## src/rtl/piso_shift_reg_using_d_ff_pkg.sv

```systemverilog
// Shared definitions for the PISO serializer: FSM state encoding and the
// bit-counter width helper.
package piso_pkg;

    typedef enum logic {
        IDLE  = 1'b0,
        SHIFT = 1'b1
    } piso_state_t;

    // Counter must index 0..WIDTH-1 and stay at least one bit wide for WIDTH=1.
    function automatic int cnt_width(input int w);
        return (w <= 1) ? 1 : $clog2(w);
    endfunction

endpackage

```

## src/rtl/piso_shift_reg_using_d_ff_if.sv

```systemverilog
// Parallel-in / serial-out bus of the PISO serializer.
// Handshakes: a parallel word transfers at a rising edge where in_valid && in_ready;
// a serial bit transfers at a rising edge where s_valid && s_ready. A producer holding
// valid may not assume transfer until it sees ready at that same edge.
interface piso_shift_reg_using_d_ff_if #(
    parameter int WIDTH = 4
);
    import piso_pkg::*;

    logic [WIDTH-1:0] p_in;
    logic             in_valid;
    logic             in_ready;
    logic             s_out;
    logic             s_valid;
    logic             s_ready;
    logic             s_last;
    logic             busy;
    piso_state_t      dbg_state;

    modport slave (
        input  p_in, in_valid, s_ready,
        output in_ready, s_out, s_valid, s_last, busy, dbg_state
    );

    modport master (
        output p_in, in_valid, s_ready,
        input  in_ready, s_out, s_valid, s_last, busy, dbg_state
    );

endinterface

```

## src/rtl/d_ff_en.sv

```systemverilog
// Single D flip-flop with asynchronous active-low reset and load enable;
// one bit cell of the serializer shift register.
module d_ff_en (
    input  logic clk,
    input  logic rst_n,
    input  logic en,
    input  logic d,
    output logic q
);

    always_ff @(posedge clk or negedge rst_n) begin
        if (!rst_n) begin
            q <= 1'b0;
        end else if (en) begin
            q <= d;
        end
    end

endmodule

```

## src/rtl/piso_shift_reg_using_d_ff.sv

```systemverilog
// Parallel-in serial-out stage: accepts a WIDTH-bit word on a valid/ready handshake
// and shifts it out one bit per accepted serial cycle, with back-to-back reload.
module piso_shift_reg_using_d_ff
    import piso_pkg::*;
#(
    parameter int WIDTH     = 4,
    parameter bit MSB_FIRST = 1'b1
) (
    input  logic                         clk,
    input  logic                         rst,
    piso_shift_reg_using_d_ff_if.slave   bus
);

    localparam int             CNT_W = cnt_width(WIDTH);
    localparam logic [CNT_W-1:0] LAST = CNT_W'(WIDTH - 1);

    piso_state_t      state;
    piso_state_t      state_nxt;
    logic [CNT_W-1:0] cnt;
    logic [CNT_W-1:0] cnt_nxt;
    logic [WIDTH-1:0] q;
    logic [WIDTH-1:0] d;
    logic [WIDTH-1:0] shifted;
    logic             at_last;
    logic             in_ready_c;
    logic             load;
    logic             advance;
    logic             reg_en;

    // Next-state, counter and shift-register control.
    always_comb begin
        state_nxt  = state;
        cnt_nxt    = cnt;
        at_last    = (state == SHIFT) && (cnt == LAST);
        in_ready_c = (state == IDLE) || ((state == SHIFT) && bus.s_ready && at_last);
        load       = bus.in_valid && in_ready_c;
        advance    = (state == SHIFT) && bus.s_ready;
        reg_en     = load || advance;
        shifted    = MSB_FIRST ? (q << 1) : (q >> 1);
        d          = load ? bus.p_in : shifted;

        case (state)
            IDLE: begin
                if (load) begin
                    state_nxt = SHIFT;
                    cnt_nxt   = '0;
                end
            end
            SHIFT: begin
                if (load) begin
                    state_nxt = SHIFT;
                    cnt_nxt   = '0;
                end else if (advance && at_last) begin
                    state_nxt = IDLE;
                    cnt_nxt   = '0;
                end else if (advance) begin
                    cnt_nxt   = cnt + CNT_W'(1);
                end
            end
            default: begin
                state_nxt = IDLE;
                cnt_nxt   = '0;
            end
        endcase
    end

    always_ff @(posedge clk or negedge rst) begin
        if (!rst) begin
            state <= IDLE;
            cnt   <= '0;
        end else begin
            state <= state_nxt;
            cnt   <= cnt_nxt;
        end
    end

    // Shift register built from individual enabled flops; s_out taps its end bit only.
    for (genvar i = 0; i < WIDTH; i++) begin : g_bit
        d_ff_en u_ff (
            .clk   (clk),
            .rst_n (rst),
            .en    (reg_en),
            .d     (d[i]),
            .q     (q[i])
        );
    end

    assign bus.s_out     = MSB_FIRST ? q[WIDTH-1] : q[0];
    assign bus.s_valid   = (state == SHIFT);
    assign bus.busy      = (state == SHIFT);
    assign bus.s_last    = at_last;
    assign bus.in_ready  = in_ready_c;
    assign bus.dbg_state = state;

endmodule

```

## src/flat_wrapper.sv

```systemverilog
// flat-port wrapper written by rule: the top's interface ports become plain ports
module piso_shift_reg_using_d_ff_flat import piso_pkg::*;
#(
    parameter int WIDTH     = 4,
    parameter bit MSB_FIRST = 1'b1
)
  (clk, rst, bus_p_in, bus_in_valid, bus_s_ready, bus_in_ready, bus_s_out, bus_s_valid, bus_s_last, bus_busy, bus_dbg_state);
  piso_shift_reg_using_d_ff_if #(.WIDTH(WIDTH)) bus_i ();
  input  logic clk;
  input  logic rst;
  input wire logic [$bits(bus_i.p_in)-1:0] bus_p_in;
  input wire logic [$bits(bus_i.in_valid)-1:0] bus_in_valid;
  input wire logic [$bits(bus_i.s_ready)-1:0] bus_s_ready;
  output wire logic [$bits(bus_i.in_ready)-1:0] bus_in_ready;
  output wire logic [$bits(bus_i.s_out)-1:0] bus_s_out;
  output wire logic [$bits(bus_i.s_valid)-1:0] bus_s_valid;
  output wire logic [$bits(bus_i.s_last)-1:0] bus_s_last;
  output wire logic [$bits(bus_i.busy)-1:0] bus_busy;
  output wire logic [$bits(bus_i.dbg_state)-1:0] bus_dbg_state;
  assign bus_i.p_in = bus_p_in;
  assign bus_i.in_valid = bus_in_valid;
  assign bus_i.s_ready = bus_s_ready;
  assign bus_in_ready = bus_i.in_ready;
  assign bus_s_out = bus_i.s_out;
  assign bus_s_valid = bus_i.s_valid;
  assign bus_s_last = bus_i.s_last;
  assign bus_busy = bus_i.busy;
  assign bus_dbg_state = bus_i.dbg_state;
  piso_shift_reg_using_d_ff #(.WIDTH(WIDTH), .MSB_FIRST(MSB_FIRST)) u_core (.clk(clk), .rst(rst), .bus(bus_i));
endmodule
```

## config.mk

```make
export PLATFORM = sky130hd
export DESIGN_NAME = piso_shift_reg_using_d_ff_flat
export DESIGN_NICKNAME = d
export VERILOG_FILES = /design/src/rtl/piso_shift_reg_using_d_ff_pkg.sv /design/src/rtl/piso_shift_reg_using_d_ff_if.sv /design/src/rtl/d_ff_en.sv /design/src/rtl/piso_shift_reg_using_d_ff.sv /design/src/flat_wrapper.sv
export SDC_FILE = /design/constraint.sdc
export NUM_CORES = 1
export LEC_CHECK = 0
export ABC_AREA = 1
export BUFFER_PORTS_ARGS = -buffer_cell sky130_fd_sc_hd__buf_4
export CAP_MARGIN = 10
export CORE_AREA = 2 2 39 41
export DETAILED_ROUTE_END_ITERATION = 8
export DIE_AREA = 0 0 41 43
export GPL_ROUTABILITY_DRIVEN = 0
export PLACE_DENSITY = 0.49
export SLEW_MARGIN = 10
export SYNTH_ARGS = -nofsm -noshare
export SYNTH_HDL_FRONTEND = slang
export SYNTH_SLANG_ARGS = --single-unit
```

## constraint.sdc

```tcl
create_clock -name clk -period 1.55 [get_ports clk]
set_input_delay 0.2325 -clock clk [delete_from_list [all_inputs] [get_ports clk]]
set_output_delay 0.2325 -clock clk [all_outputs]
set_load 0.05 [all_outputs]
```

==> metrics.md <==
| Metric | Value |
|---|---|
| RSZ-0062 raised after global routing | `no` |
| FFs w/ async S/R, synth | `100.0%` |
| Pint | `0.5063 mW` |
| Worst vdd ir | `732.2 uV` |
| Clk Latency, worst-skew pair | `250 ps` |
| Critical path depth in cells | `4` |
| Initial antenna violation count | `0` |
| CTS tree | `done` |
| DR vias | `333` |
| Initial Util | `27.58%` |
| Crit-path max FO | `8` |
| Syn Nets | `58` |
| Final nets | `75` |
| H-tree depth | `1` |
| First-pass iteration count of the detailed router | `2` |
| Root Buffer | `clkbuf_4` |
| Chip width | `41 um` |
| CP Launch Point | `u_core.cnt[0]$_DFFE_PN0P_` |
| Part of the power in registers | `32.4%` |
| CTS sink cnt | `7` |
| CTS Buf Count | `3` |
| GR Overflow Total | `0` |
| Avg Synthesized Cell Area | `7.788 um^2` |
| DRC violations left | `0` |
| Clock power frac | `17.6%` |
| Switching fraction of total power | `44.93%` |
| Setup crit start kind | `register` |
| CP cell instances | `ha_1 > nand2_1 > nand2_2 > buf_6` |
| Main area contributors after synthesis | `dfrtp_1 46%, nand2_1 17%, nand3_1 10%` |
| Fmax | `692.3 MHz` |
| IO buf count | `13` |
| Core area | `1384 um^2` |
| Setup crit end | `bus_in_ready` |
| Max Slew Vio Count | `0` |
| PD cells | `1750 nW/um^2` |
| Clock Path Buffers | `2` |
| First-pass GRT wire length | `1262 um` |
| Clock transition at path regs | `50 ps` |
| Leakage | `0.3001 nW` |
| Gate power share | `50.0%` |
| Num rows | `14` |
| Slowest cell on the critical path | `dfrtp_1` |
| DRT met1 WL | `340 um` |
| Routed met3 length | `78 um` |
| Fraction of layout cells with a size suffix above 1 | `30.77%` |
| FF+latch count, synth | `7` |
| Worst Setup Path Type | `reg2out` |
| Diode count | `0` |
| Synth Flop Type | `dfrtp_1` |
| Met2 WL post-DR | `323 um` |
| Highest Signal Layer | `met4` |
| Detailed Route WL | `751 um` |
| Least-Margin Pin Slew | `229.1 ps` |
| Remaining antenna violation count | `0` |
| Critical R2R Capture | `u_core.g_bit[3].u_ff.q$_DFFE_PN0P_` |
| Critical Path AT | `1210 ps` |
| Sw Pwr | `0.4131 mW` |
| Wire per inst | `9.272 um` |
| Hold_sp | `bus_in_valid` |
| Commonest cells post-synth | `17 x nand2_1, 9 x inv_1, 8 x nand3_1` |
| Slew HR | `84.67%` |
| Share of the yosys chip area belonging to registers | `45.90%` |
| Flop2flop setup slack | `360 ps` |
| Hpwl dp | `586.6 um` |
| Worst Skew | `1.312 ps` |
| Largest delay share family, worst path | `flip-flops` |
| Area share of the largest cell type after synthesis | `45.90%` |
| Min Clock Period, post-route | `1444 ps` |
| Final setup fails | `0` |
| Critical path capture point type | `output pin` |
| Final Power | `0.9195 mW` |
| Number of buffers and inverters on the critical path | `1` |
| Die Y | `43 um` |
| Worst hold-check path type | `in2reg` |
| FF-to-FF path depth | `7` |
| # Post-CTS Setup Buffers | `0` |
| Period utilization | `93.19%` |
| Pin count of the biggest net entering global routing | `9` |
| Post-synth top area cell | `dfrtp_1` |
| DR iter-0 viols | `1` |
| Synth unique cells | `11` |
| Number of synthesized flops with an enable pin | `0` |
| Vias in the first global route | `290` |
| Max-Cap Viols | `0` |
| WHS | `238.2 ps` |
| R2r startpoint | `u_core.cnt[0]$_DFFE_PN0P_` |
| Area delta synth->final | `37.70%` |
| Cell area after synthesis | `381.6 um^2` |
| Req. time, crit path | `1320 ps` |
| Total GRT Usage | `11.63%` |
| Die ar. | `1763 um^2` |
| Setup TNS | `0 ps` |
| I/O pin count | `14` |
| Final hold viol count | `0` |
| Syn Inst Count | `49` |
| CP peak stage delay | `390 ps` |
| Synth warn | `0` |
| Status | `complete, no violations` |
| Via-per-instance ratio | `4.111` |
| Top-count cell post-synth | `nand2_1` |
stage by stage:
stage	instances	utilization [%]	area, um^2	setup WS (ps)
finish	81	37.97	525.5	105.6
global route	81	37.97	525.5	14.27
CTS	81	37.70	521.8	56.97
detailed placement	76	35.08	485.5	332.9
global placement	76	35.08	485.5	350.8
floorplan	49	-	382.9	228.2
logic make-up (layout without fill, tap and decap cells):
kind of cell,after synthesis,count (layout),share of synthesized area (%)
AO/OA/AOI/OAI,2,2,5.574
adder cells (fa/ha/maj),1,1,3.278
multiplexers,1,1,2.623
flip-flops,7,7,45.90
buffers and inverters,12,28,13.77
AND/OR/NAND/NOR,26,26,28.85
final cells by class:
type	count	area (um^2)
clock buffer	4	26.28
sequential	7	176.4
inverter	10	37.54
multi-input combinational	30	153.9
fill	155	858.3
timing repair buffer	14	111.4
tap	16	20.02
metal layers:
layer / vias up / GRT usage (%)
met5: - / 0
met2: 13 / 14.37
met4: 0 / 6.000
met3: 2 / 7.853
met1: 137 / 14.80
li1: 181 / -
tightest hold or removal path, delay by kind of cell:
family | cells | cell delay, ps
buf+inv | 2 | 160
simple gates | 1 | 50
sequential cells by signal, summed over array words and instances, names as in the netlist:
register / cells
u_core.g_bit.u_ff.q: 4
u_core.cnt: 2
u_core.bus.busy: 1
repair_timing:
| item | in CTS | in global routing |
|---|---|---|
| gates resized for setup | 0 | 1 |
| hold buffers | 1 | 0 |
| endpoints found under the setup margin | 0 | 1 |
| hold endpoints to repair | 7 | 0 |
placed cells by master, fill, tap and decap left out, drive strengths merged:
cell type / count
buf: 13
clkbuf: 4
dfrtp: 7
dlygate4sd3: 1
ha: 1
inv: 10
mux2i: 1
nand2: 18
nand3: 8
o21ai: 2
worst min path at each step:
stage	end	slack, ps	cells past startpoint
after global routing	u_core.g_bit[0].u_ff.q$_DFFE_PN0P_	240	3
after CTS	u_core.bus.busy$_DFF_PN0_	230	3
final	u_core.bus.busy$_DFF_PN0_	240	3
after global placement	u_core.g_bit[3].u_ff.q$_DFFE_PN0P_	50	1
after floorplan	u_core.bus.busy$_DFF_PN0_	-60	0
after detailed placement	u_core.g_bit[3].u_ff.q$_DFFE_PN0P_	50	1
power by group through the flow:
stage	sequential [mW]	combinational, mW	clock [mW]
floorplan	0.348	0.290	0
global placement	0.300	0.453	0
detailed placement	0.301	0.454	0
CTS	0.298	0.458	0.172
global route	0.308	0.510	0.183
finish	0.298	0.460	0.162
Note: power is estimated with default switching activity, not from simulation.
